===== config.mk =====
export PLATFORM = sky130hd
export DESIGN_NAME = tone_sweep_sequencer
export DESIGN_NICKNAME = d
export VERILOG_FILES = /design/src/rtl/tone_sweep_sequencer.sv
export SDC_FILE = /design/constraint.sdc
export NUM_CORES = 1
export LEC_CHECK = 0
export CORE_UTILIZATION = 55
export DETAILED_ROUTE_END_ITERATION = 10
export PLACE_DENSITY = 0.86
export RECOVER_POWER = 50
export SKIP_LAST_GASP = 1
export SYNTH_ARGS = -nofsm -noshare
export SYNTH_HDL_FRONTEND = slang
export SYNTH_SLANG_ARGS = --single-unit

===== constraint.sdc =====
create_clock -name clk -period 6 [get_ports clk]
set_input_delay 0.9 -clock clk [delete_from_list [all_inputs] [get_ports clk]]
set_output_delay 0.9 -clock clk [all_outputs]
set_load 0.05 [all_outputs]

===== src/rtl/tone_sweep_sequencer.sv =====
// Tone sweep sequencer: walks freq_sel through the enabled tone slots, drops the
// settling samples after each tone change and forwards a programmed dwell of samples.
module tone_sweep_sequencer #(
    parameter int NUM_TONES = 4,
    parameter int DWELL_W   = 16,
    parameter int SETTLE    = 8
) (
    input  logic                 clk,
    input  logic                 reset,
    input  logic                 start,
    input  logic                 stop,
    input  logic                 loop_en,
    input  logic [NUM_TONES-1:0] tone_mask,
    input  logic [DWELL_W-1:0]   dwell_len,
    input  logic                 sin_valid,
    input  logic [23:0]          sin_data,
    output logic                 run,
    output logic [3:0]           freq_sel,
    output logic                 out_valid,
    output logic [23:0]          out_data,
    output logic                 tone_strobe,
    output logic                 busy,
    output logic                 done
);

    localparam int IDX_W = (NUM_TONES > 1) ? $clog2(NUM_TONES) : 1;
    localparam int SET_W = (SETTLE > 1) ? $clog2(SETTLE) : 1;
    localparam logic [SET_W-1:0] SETTLE_LAST = SET_W'((SETTLE > 0) ? SETTLE - 1 : 0);

    localparam logic [2:0] S_IDLE   = 3'd0;
    localparam logic [2:0] S_SELECT = 3'd1;
    localparam logic [2:0] S_SETTLE = 3'd2;
    localparam logic [2:0] S_DWELL  = 3'd3;
    localparam logic [2:0] S_DONE   = 3'd4;

    logic [2:0]           state_q, state_d;
    logic [IDX_W-1:0]     idx_q, idx_d;
    logic [NUM_TONES-1:0] mask_q, mask_d;
    logic [DWELL_W-1:0]   dwell_q, dwell_d;
    logic [SET_W-1:0]     set_cnt_q, set_cnt_d;
    logic [DWELL_W-1:0]   dw_cnt_q, dw_cnt_d;
    logic                 run_q, run_d;
    logic [3:0]           freq_q, freq_d;
    logic                 ov_q, ov_d;
    logic [23:0]          od_q, od_d;
    logic                 ts_q, ts_d;
    logic                 busy_q, busy_d;
    logic                 done_q, done_d;
    logic                 higher_s;

    // Next-state and next-output computation for the sweep FSM
    always_comb begin
        state_d   = state_q;
        idx_d     = idx_q;
        mask_d    = mask_q;
        dwell_d   = dwell_q;
        set_cnt_d = set_cnt_q;
        dw_cnt_d  = dw_cnt_q;
        freq_d    = freq_q;
        od_d      = od_q;
        ov_d      = 1'b0;
        ts_d      = 1'b0;
        higher_s  = |((mask_q >> idx_q) >> 1'b1);

        case (state_q)
            S_IDLE: begin
                if (start && !stop && (tone_mask != {NUM_TONES{1'b0}})) begin
                    mask_d  = tone_mask;
                    dwell_d = (dwell_len == {DWELL_W{1'b0}}) ? {{(DWELL_W-1){1'b0}}, 1'b1} : dwell_len;
                    idx_d   = {IDX_W{1'b0}};
                    state_d = S_SELECT;
                end else begin
                    state_d = S_IDLE;
                end
            end
            S_SELECT: begin
                // run is low here, so the generator restarts its phase on the new tone
                if (mask_q[idx_q]) begin
                    freq_d    = 4'(idx_q);
                    set_cnt_d = {SET_W{1'b0}};
                    dw_cnt_d  = {DWELL_W{1'b0}};
                    if (SETTLE == 0) begin
                        state_d = S_DWELL;
                    end else begin
                        state_d = S_SETTLE;
                    end
                end else begin
                    idx_d = idx_q + 1'b1;
                end
            end
            S_SETTLE: begin
                if (sin_valid) begin
                    if (set_cnt_q == SETTLE_LAST) begin
                        set_cnt_d = {SET_W{1'b0}};
                        state_d   = S_DWELL;
                    end else begin
                        set_cnt_d = set_cnt_q + 1'b1;
                    end
                end else begin
                    set_cnt_d = set_cnt_q;
                end
            end
            S_DWELL: begin
                if (sin_valid) begin
                    ov_d = 1'b1;
                    od_d = sin_data;
                    ts_d = (dw_cnt_q == {DWELL_W{1'b0}});
                    if (dw_cnt_q == dwell_q - 1'b1) begin
                        dw_cnt_d = {DWELL_W{1'b0}};
                        if (higher_s) begin
                            idx_d   = idx_q + 1'b1;
                            state_d = S_SELECT;
                        end else if (loop_en) begin
                            idx_d   = {IDX_W{1'b0}};
                            state_d = S_SELECT;
                        end else begin
                            state_d = S_DONE;
                        end
                    end else begin
                        dw_cnt_d = dw_cnt_q + 1'b1;
                    end
                end else begin
                    dw_cnt_d = dw_cnt_q;
                end
            end
            S_DONE: begin
                state_d = S_IDLE;
            end
            default: begin
                state_d = S_IDLE;
            end
        endcase

        if (stop && (state_q != S_IDLE)) begin
            state_d = S_IDLE;
            ov_d    = 1'b0;
            ts_d    = 1'b0;
        end else begin
            ov_d = ov_d;
        end

        run_d  = (state_d == S_SETTLE) || (state_d == S_DWELL);
        busy_d = (state_d != S_IDLE);
        done_d = (state_d == S_DONE);
    end

    // State, latched configuration and registered outputs
    always_ff @(posedge clk or posedge reset) begin
        if (reset) begin
            state_q   <= S_IDLE;
            idx_q     <= {IDX_W{1'b0}};
            mask_q    <= {NUM_TONES{1'b0}};
            dwell_q   <= {DWELL_W{1'b0}};
            set_cnt_q <= {SET_W{1'b0}};
            dw_cnt_q  <= {DWELL_W{1'b0}};
            run_q     <= 1'b0;
            freq_q    <= 4'd0;
            ov_q      <= 1'b0;
            od_q      <= 24'd0;
            ts_q      <= 1'b0;
            busy_q    <= 1'b0;
            done_q    <= 1'b0;
        end else begin
            state_q   <= state_d;
            idx_q     <= idx_d;
            mask_q    <= mask_d;
            dwell_q   <= dwell_d;
            set_cnt_q <= set_cnt_d;
            dw_cnt_q  <= dw_cnt_d;
            run_q     <= run_d;
            freq_q    <= freq_d;
            ov_q      <= ov_d;
            od_q      <= od_d;
            ts_q      <= ts_d;
            busy_q    <= busy_d;
            done_q    <= done_d;
        end
    end

    assign run         = run_q;
    assign freq_sel    = freq_q;
    assign out_valid   = ov_q;
    assign out_data    = od_q;
    assign tone_strobe = ts_q;
    assign busy        = busy_q;
    assign done        = done_q;

endmodule


==> reports/results.ini, run 1 <==
[cells_and_area]
area_growth_pct=27.9
drive_above_1_share_pct=16.0
diodes=0
post-route-cell-area_um2=4930
final_util_pct=72.5
nets=495

[pwr]
power_frac_seq_pct=37.3
powerDensity_nw_per_um2=469
p_int_w=0.00133
power_w=0.00231
p_switching_w=0.000983
total_leakage_power_nw=2.10
irDropWorstVdd_v=0.000344
swShare_pct=42.5
p_clk_share_pct=16.5
p_comb_share_pct=46.2

[die]
dieArea_um2=7340
rows=30
die_x_um=85.7
fp.coreArea_um2=6790
boundaryPins=83
start_util_pct=56.7
die_y_um=85.7

[sta]
setup_tns_ps=0
worstMarginPinSlew_ps=1410
fin_skew_ps=11.3
hold_viol=0
rsz0062_at_grt=no
setup_slack_ps=2650
maxSlewHeadroom_pct=6.17
slew_violations=0
fin_crit_sh_pct=55.9
fmax_mhz=298
final-setup-viol-count=0
period_minus_slack_ps=3350

[critical_path]
critPathKind=register to register
worstPathArrival_ps=3570
worstPathRequired_ps=6210
end_kind=register
start_kind=register
crit_path_top_delay_cell=or4_1
r2r_cells=10
regToRegEndpoint=dw_cnt_q[13]$_DFFE_PP0P_
regToRegStartpoint=dwell_q[0]$_DFFE_PP0P_
worstPathMaxFanout=11
worstPathCellList=inv_1, ha_1, nor3b_2, a31oi_1, or4_1, a211o_1, nor4_4, a21boi_2, nor2_2, nor2_1
slowest_delay_ps=520
r2r_slack_ps=2650

[cts]
cts_resized=0
numClockSinks=75
post_cts_buffers=0
cts_tree=yes
cts_made_buffers=9
hold_buffers=0
cts-root-buf=clkbuf_8
clk_latency_ps=350
htree_levels=3
max-clock-path-buffers=2
clk_pin_slew_ps=80

[logic_synthesis]
syn_area_per_cell_um2=10.7
synth.distinct_cells=56
netlist_area_um2=3850
synth_seq_cells=75
synth_cells=361
synthDominantCellAreaShare_pct=48.7
ys_seq_area_share_pct=48.7
synth_area_leaders=dfrtp_1 49%, mux2_2 13%, xnor2_1 3.2%, xor2_1 3.2%, nor2_1 3.1%
netlist_top_cells_count=75 x dfrtp_1, 45 x mux2_2, 32 x nor2_1
synth_edf_count=0
synth-async-reset-ratio_pct=100
ys.flop_type=dfrtp_1
synth_most_common_cell=dfrtp_1
yosys.area.top_type=dfrtp_1
ys_warn_count=0

[drt]
drt-vias-per-instance=5.63
post-route-drc-count=0
vias=3046
postRouteAntennaNets=0
avgRoutedWirePerCell_um=15.2
dr.pass1.iters=4
drt_iter0_drc=130
routed_wl_um=8210

[global_routing]
grt.total_usage_pct=24.3
grt_pass1_wl_um=13800
antenna_found_initial=0
grt-ovfl-total=0
grt_pass1_vias=2978
grt_max_degree=76

[worst_hold_path]
min_from=freq_sel[1]$_DFFE_PP0P_
holdPathStages=2
holdPathEnd=freq_sel[1]$_DFFE_PP0P_
hold_class=register to register

[placement]
port_buffers=80
globalplace.congestion=0.859
dp_hpwl_um=6030
dp_slack_ps=2670
place_area_um2=4740

[outcome]
status=finished, final reports clean

[flow_run]
drv_cap=0

==> how the worst max path moves through the flow <==
stage | start | end | slack (ps)
global placement | dwell_q[0]$_DFFE_PP0P_ | dw_cnt_q[15]$_DFFE_PP0P_ | 2810
detailed placement | dwell_q[0]$_DFFE_PP0P_ | dw_cnt_q[5]$_DFFE_PP0P_ | 2670
global route | dwell_q[0]$_DFFE_PP0P_ | dw_cnt_q[14]$_DFFE_PP0P_ | 2350
finish | dwell_q[0]$_DFFE_PP0P_ | dw_cnt_q[13]$_DFFE_PP0P_ | 2650
CTS | dwell_q[0]$_DFFE_PP0P_ | dw_cnt_q[13]$_DFFE_PP0P_ | 2650
floorplan | dwell_q[0]$_DFFE_PP0P_ | dw_cnt_q[11]$_DFFE_PP0P_ | 3140
==> worst max-delay path, delay by kind of cell, from the launching register on <==
kind                     cells  cell delay [ps]
AND/OR/NAND/NOR              5             1910
AO/OA/AOI/OAI                3              600
flip-flops                   1              450
adder cells (fa/ha/maj)      1              170
buffers and inverters        1               90
==> cells by family (layout without fill, tap and decap cells) <==
logic type / Yosys count / count (layout) / synth area share (%)
xor gates and xnor gates: 28 / 28 / 6.37
other: 1 / 2 / 0.0973
and+or+nand+nor: 130 / 130 / 17.9
DFF: 75 / 75 / 48.7
buffers and inverters: 28 / 111 / 3.02
AOI/OAI and AO/OA: 47 / 47 / 8.22
muxes: 47 / 47 / 14.0
adders and majority gates: 5 / 5 / 1.62
==> per-layer routing <==
layer	wire length (um)	vias up	GRT usage, %
met3	501	16	5.77
li1	-	1450	-
met4	180	0	11.4
met5	0	-	0
met2	3880	116	38.3
met1	3650	1464	32.1
==> area by class of cell <==
class / instances / area, um2
multi-input combinational: 259 / 1870
inverter: 11 / 41.3
tap: 96 / 120
timing repair buffer: 84 / 827
clock inverter: 6 / 65.1
clock buffer: 10 / 128
fill: 483 / 1870
sequential: 75 / 1880
==> power groups by stage <==
stage          Sequential, W  Combinational [W]  Clock (W)
2_1_floorplan        0.00112           0.000483          0
3_3_place_gp        0.000855            0.00104          0
3_5_place_dp        0.000870            0.00107          0
4_1_cts             0.000861            0.00107   0.000390
5_1_grt             0.000887            0.00115   0.000409
6_report            0.000863            0.00107   0.000381
==> cells in the final DEF (no fill, tap or decap), types with 2 or more instances in the layout <==
master / count
dlygate4sd3_1: 2
dfrtp_1: 75
nor3_1: 8
nor4_2: 2
or3_1: 4
clkdlybuf4s50_1: 78
nand4_1: 9
buf_4: 3
and2_1: 2
nand3b_1: 2
clkinv_2: 2
and3_1: 6
nor2_1: 32
nand3_1: 13
o22ai_1: 2
clkbuf_1: 2
clkbuf_8: 9
xor2_1: 14
a21oi_1: 13
nor4_1: 10
nand2_1: 26
and4_1: 2
mux2_2: 45
nor2b_1: 4
or4_1: 2
xnor2_1: 14
conb_1: 2
a22o_1: 2
o21ai_0: 9
inv_1: 10
ha_1: 5
a211o_1: 3
==> state kept, by name, summed over array words and instances, names as in the netlist <==
signal,flops
mask_q,4
busy,1
tone_strobe,1
dwell_q,16
out_valid,1
set_cnt_q,3
freq_sel,2
state_q,3
out_data,24
done,1
idx_q,2
run,1
dw_cnt_q,16
==> stage by stage <==
stage / instances / hold WS, ps
after floorplan: 362 / 460
after global placement: 525 / 475
after detailed placement: 525 / 478
after CTS: 541 / 497
after global routing: 541 / 518
final: 541 / 494
(Power assumes the default switching activity.)
==> run 2, diff against run 1 <==
- CORE_UTILIZATION: 55 -> 51
- PLACE_DENSITY: 0.86 -> 0.8
- clock period: 6 -> 3.4 ns (I/O delays scaled with it)
==> run 2 against run 1 <==
  * Clock skew up 4.7 ps
  * Worst setup slack got worse by 2400 ps
  * Clock power is 140% higher
  * Non-clock buffer count rose by 2
  * Final cell count increased by 0.92%
  * Worst hold slack gained 6.2 ps
  * Sequential cell count stayed put
  * Via count up 0.39%
  * Register-to-register slack worse by 2400 ps
  * Global-route usage rose by 0.79 points
  * Highest routed layer unchanged
  * Sequential power is 76% higher
  * Utilization shrank 3.7 points
==> reports/results.ini, run 2 (synthesis gave the netlist of run 1 again) <==
[critical_path]
regToRegStartpoint=dwell_q[0]$_DFFE_PP0P_
worstPathArrival_ps=3340  ; -230 ps
critPathKind=register to register
end_kind=register
slowest_delay_ps=550  ; +30 ps
crit_path_top_delay_cell=or4_4
critical_path_depth=8  ; -2
worstPathRequired_ps=3620  ; -2590 ps
start_kind=register
worstPathCellList=or4_4, o22a_1, or4_1, a211o_1, nor4_4, a21boi_2, nor2_2, nor2_1
crit_buf_inv=0  ; -1
critical_path.top_delay_family=simple AND/OR/NAND/NOR gates
crit_start=dwell_q[0]$_DFFE_PP0P_
worstPathMaxFanout=11  ; unchanged
r2r_cells=8  ; -2

[sta]
period_minus_slack_ps=3120  ; -232 ps
hold_viol=0  ; unchanged
setup_tns_ps=0  ; unchanged
fmax_mhz=320  ; +7.4%
maxSlewHeadroom_pct=5.54  ; -0.63 points
fin_crit_sh_pct=91.9  ; +36 points
fin_skew_ps=16.0  ; +4.73 ps
rsz0062_at_grt=no
worstMarginPinSlew_ps=1420  ; +9.46 ps
slew_violations=0  ; unchanged
final-setup-viol-count=0  ; unchanged

[pwr]
total_leakage_power_nw=2.15  ; +2.5%
irDropWorstVdd_v=0.000620  ; +80%
powerDensity_nw_per_um2=869  ; +85%

[cts]
cts_resized=0  ; unchanged
cts_made_buffers=9  ; unchanged
clk_pin_slew_ps=80  ; about the same
cts-root-buf=clkbuf_8
clk_latency_ps=360  ; about the same
numClockSinks=75  ; unchanged
cts_tree=yes
max-clock-path-buffers=2  ; unchanged
hold_buffers=0  ; unchanged
htree_levels=3  ; unchanged
post_cts_buffers=0  ; unchanged

[global_routing]
grt_max_degree=41  ; -46%
grt_pass1_wl_um=14600  ; +6.2%
grt-ovfl-total=0  ; unchanged
grt.total_usage_pct=25.1  ; +0.79 points
grt_pass1_vias=3076  ; +3.3%
antenna_found_initial=0  ; unchanged

[worst_hold_path]
holdPathStages=1  ; -1
min_from=set_cnt_q[0]$_DFFE_PP0P_
hold_class=register to register

[die]
die_y_um=88.9  ; +3.8%
die_x_um=88.9  ; +3.8%
start_util_pct=52.8  ; -3.9 points
dieArea_um2=7900  ; +7.7%
rows=31  ; +3.3%
fp.coreArea_um2=7290  ; +7.3%
boundaryPins=83  ; unchanged

[drt]
avgRoutedWirePerCell_um=16.2  ; +7.1%
post-route-drc-count=0  ; unchanged
drt_iter0_drc=148  ; +14%
drt-vias-per-instance=5.60  ; -0.53%
vias=3058  ; +0.39%
routed_wl_um=8870  ; +8.1%
dr.pass1.iters=4  ; unchanged
postRouteAntennaNets=0  ; unchanged

[placement]
dp_hpwl_um=6670  ; +11%
globalplace.congestion=0.887  ; +3.3%
port_buffers=80  ; unchanged

[outcome]
status=finished, final reports clean

[cells_and_area]
layout_commonest_cell=clkdlybuf4s50_1
area_growth_pct=30.3
fill_cells=578  ; +20%
final_cell_mix=79 x clkdlybuf4s50_1, 75 x dfrtp_1, 45 x mux2_2
final_util_pct=68.9  ; -3.7 points
largest_reg_flops=24  ; unchanged
nets=497  ; +0.40%
drive_above_1_share_pct=16.6  ; +0.60 points
diodes=0  ; unchanged

[flow_run]
drv_cap=0  ; unchanged

==> run 2: final timing paths <==
kind | to | slack [ps]
max | dw_cnt_q[5]$_DFFE_PP0P_ | 280
min | set_cnt_q[0]$_DFFE_PP0P_ | 500
max reg2reg | dw_cnt_q[5]$_DFFE_PP0P_ | 280
min reg2reg | set_cnt_q[0]$_DFFE_PP0P_ | 500
max in group asynchronous | dw_cnt_q[0]$_DFFE_PP0P_ | 810
min in group asynchronous | out_data[14]$_DFFE_PP0P_ | 960
==> run 2: layer usage <==
layer	GRT usage, %	share of wire, %	up-vias
met5	0	0	-
met4	10.3	2.2	0
met3	9.70	8.6	20
met2	40.3	48	104
met1	30.6	41	1483
li1	-	-	1451
==> run 2: final cells by class <==
cell class / instances / area (um2) / area share, %
multi-input cells: 259 / 1870 / 37.2
clock inverters: 7 / 146 / 2.92
clock buffers: 9 / 124 / 2.47
flip-flops and latches: 75 / 1880 / 37.4
repair buffers: 86 / 840 / 16.7
inverters: 11 / 41.3 / 0.822
well taps: 99 / 124 / 2.47
==> run 2: stage by stage <==
step	worst slack (ps)	hold WS [ps]	std cells	power [W]	area, um2
floorplan	537	460	362	0.00283	3860
global placement	374	472	530	0.00337	4770
detailed placement	303	486	530	0.00345	4770
CTS	272	498	546	0.00439	5040
global route	63.3	527	546	0.00462	5020
finish	277	500	546	0.00436	5020
==> run 2: report_power, final <==
group | switching, W | total [W] | internal (W)
clock network | 0.000350 | 0.000920 | 0.000570
registers | 0.000318 | 0.00152 | 0.00121
logic | 0.00111 | 0.00192 | 0.000805
==> run 3, diff against run 2 <==
- ABC_AREA: unset -> 1
- CELL_PAD_IN_SITES_DETAIL_PLACEMENT: unset -> 0
- CELL_PAD_IN_SITES_GLOBAL_PLACEMENT: unset -> 1
- CORE_UTILIZATION: 51 -> 37
- PLACE_DENSITY: 0.8 -> unset
- PLACE_DENSITY_LB_ADDON: unset -> 0.1
==> run 3 against run 2 <==
  * Routed wire length grew 7.3%
  * Clock power fell by 19%
  * Die area rose by 43%
  * Combinational power is 17% higher
  * Power grew 2.8%
  * Synthesized cell count is 43% higher
  * Fmax up 17%
  * Sequential share of layout area down 1.1 points
  * Sequential cell count is the same
  * Largest power group unchanged
  * Highest routed layer unchanged
==> reports/results.ini, run 3 <==
[cts]
clk_latency_ps=360  ; about the same
cts_tree=yes
post_cts_buffers=0  ; unchanged
max-clock-path-buffers=2  ; unchanged
cts_made_buffers=9  ; unchanged
hold_buffers=0  ; unchanged
htree_levels=3  ; unchanged
cts_resized=0  ; unchanged
clk_pin_slew_ps=80  ; about the same
numClockSinks=75  ; unchanged
cts-root-buf=clkbuf_8

[die]
die_y_um=106  ; +20%
dieArea_um2=11300  ; +43%
rows=37  ; +19%
fp.coreArea_um2=10400  ; +43%
start_util_pct=38.6  ; -14 points
die_x_um=106  ; +20%
boundaryPins=83  ; unchanged

[drt]
postRouteAntennaNets=0  ; unchanged
drt_iter0_drc=189  ; +28%
vias=3564  ; +17%
post-route-drc-count=0  ; unchanged
dr.pass1.iters=4  ; unchanged
routed_wl_um=9520  ; +7.3%
drt-vias-per-instance=4.82  ; -14%
avgRoutedWirePerCell_um=12.9  ; -21%

[critical_path]
worstPathMaxFanout=26  ; +15
crit_top_cell=nand2_1
slowest_delay_ps=520  ; -30 ps
end_kind=register
worstPathCellList=clkdlybuf4s50_1, inv_1, nand2_1, o311ai_0, nor2_1, clkbuf_1, inv_1, o221a_2, nand2_1, nand2_1, nand3_1
critPathKind=input port to register
worstPathRequired_ps=3650  ; +30 ps
crit_path_top_delay_cell=inv_1
start_kind=input port
worstPathArrival_ps=2930  ; -410 ps

[logic_synthesis]
synth-async-reset-ratio_pct=100  ; unchanged
ys_warn_count=0  ; unchanged
synth.distinct_cells=44  ; -21%
synth_seq_cells=75  ; unchanged
synthDominantCellAreaShare_pct=46.6  ; -2.1 points
synth_cells=515  ; +43%
netlist_area_um2=4030  ; +4.5%
synth_edf_count=0  ; unchanged
syn_area_per_cell_um2=7.82  ; -27%
synth_most_common_cell=nand2_1
ys_seq_area_share_pct=46.6  ; -2.1 points
yosys.area.top_type=dfrtp_1
synth_area_leaders=dfrtp_1 47%, nand2_1 17%, inv_1 5.2%, nand3_1 3.6%, o21ai_0 3.4%
ys.flop_type=dfrtp_1
netlist_top_cells_count=185 x nand2_1, 75 x dfrtp_1, 56 x inv_1

[sta]
fmax_mhz=373  ; +17%
setup_slack_ps=721  ; +444 ps
period_minus_slack_ps=2680  ; -444 ps
rsz0062_at_grt=no
final-setup-viol-count=0  ; unchanged
fin_crit_sh_pct=78.8  ; -13 points
slew_violations=0  ; unchanged
hold_viol=0  ; unchanged
worstMarginPinSlew_ps=926  ; -490 ps
setup_tns_ps=0  ; unchanged
maxSlewHeadroom_pct=38.2  ; +33 points
fin_skew_ps=14.3  ; -1.74 ps

[cells_and_area]
diodes=0  ; unchanged
fill_cells=1054  ; +82%
largest_reg_flops=24  ; unchanged
layout_commonest_cell=nand2_1
area_growth_pct=28.7
drive_above_1_share_pct=7.46  ; -9.1 points
instances_no_fill=739  ; +35%
final_util_pct=49.7  ; -19 points
nets=654  ; +32%
final_cell_mix=186 x nand2_1, 79 x clkdlybuf4s50_1, 75 x dfrtp_1

[pwr]
irDropWorstVdd_v=0.000420  ; -32%
total_leakage_power_nw=2.49  ; +15%
powerDensity_nw_per_um2=866  ; -0.36%

[worst_hold_path]
hold_class=register to register

[placement]
port_buffers=80  ; unchanged
dp_cells=724  ; +37%
dp_hpwl_um=7060  ; +5.8%
dp_slack_ps=681  ; +377 ps
globalplace.congestion=0.811  ; -8.6%

[outcome]
status=finished, final reports clean

[global_routing]
grt_pass1_vias=3519  ; +14%
grt_pass1_wl_um=16300  ; +11%
grt-ovfl-total=0  ; unchanged
antenna_found_initial=0  ; unchanged
grt_max_degree=54  ; +32%
grt.total_usage_pct=18.2  ; -6.9 points

[flow_run]
drv_cap=0  ; unchanged

==> run 3: cell types whose count changed after synthesis, sizes merged, moves of 9 or more <==
cell,before,now
inv,11,61
mux2,46,0
nand2,26,190
nand3,13,34
nor4,13,4
o21ai,10,32
==> run 3: layout make-up <==
type                            instances  area, um2  area share [%]
Sequential cell                        75       1880            36.2
Tap cell                              136        170            3.29
Timing Repair Buffer                   83        832            16.1
Clock buffer                           11        131            2.54
Multi-Input combinational cell        369       1860            36.0
Clock inverter                          4       76.3            1.47
Inverter                               61        229            4.42
==> run 3: path summary, 6_finish.rpt <==
path,start,endpoint,slack [ps],depth (start not counted)
min in group asynchronous,reset,out_data[10]$_DFFE_PP0P_,790,2
worst min register to register,out_data[13]$_DFFE_PP0P_,out_data[13]$_DFFE_PP0P_,490,2
max in group asynchronous,reset,dwell_q[3]$_DFFE_PP0P_,1810,3
worst max register to register,state_q[2]$_DFF_PP0_,busy$_DFF_PP0_,890,9
worst max-delay path,tone_mask[1],busy$_DFF_PP0_,720,11
worst min-delay path,out_data[13]$_DFFE_PP0P_,out_data[13]$_DFFE_PP0P_,490,2
==> run 3: where the power goes <==
part	internal [W]	switching (W)	total (W)
registers	0.00122	0.000281	0.00150
logic	0.000781	0.00146	0.00224
clock network	0.000411	0.000332	0.000743
==> run 3: critical path, delay by kind of cell <==
| family | cells | cell delay (ps) |
|---|---|---|
| and+or+nand+nor | 5 | 290 |
| AOI/OAI and AO/OA | 2 | 730 |
| buffers and inverters | 4 | 1400 |
==> run 3: logic make-up (layout without fill, tap and decap cells) <==
group | count (synthesis) | after routing | share of synthesized area [%]
buffers and inverters | 72 | 159 | 7.12
and+or+nand+nor | 291 | 291 | 33.1
DFF | 75 | 75 | 46.6
xor gates and xnor gates | 18 | 18 | 3.92
other | 1 | 2 | 0.0932
AOI/OAI and AO/OA | 53 | 53 | 7.59
adders and majority gates | 5 | 5 | 1.55
==> run 3: metal layers <==
metal	vias up	part of all wire [%]	GRT usage (%)
met5	-	0	0
li1	1791	-	-
met4	0	2.0	7.74
met1	1665	50	25.2
met3	15	4.9	3.31
met2	93	43	27.9
==> run 3: stage by stage <==
step                      hold WS, ps  power, W  instance area [um2]
after CTS                         486   0.00453                 5180
after floorplan                   463   0.00308                 4030
after global routing              517   0.00483                 5180
after detailed placement          464   0.00376                 4980
final                             488   0.00448                 5180
after global placement            464   0.00375                 4980
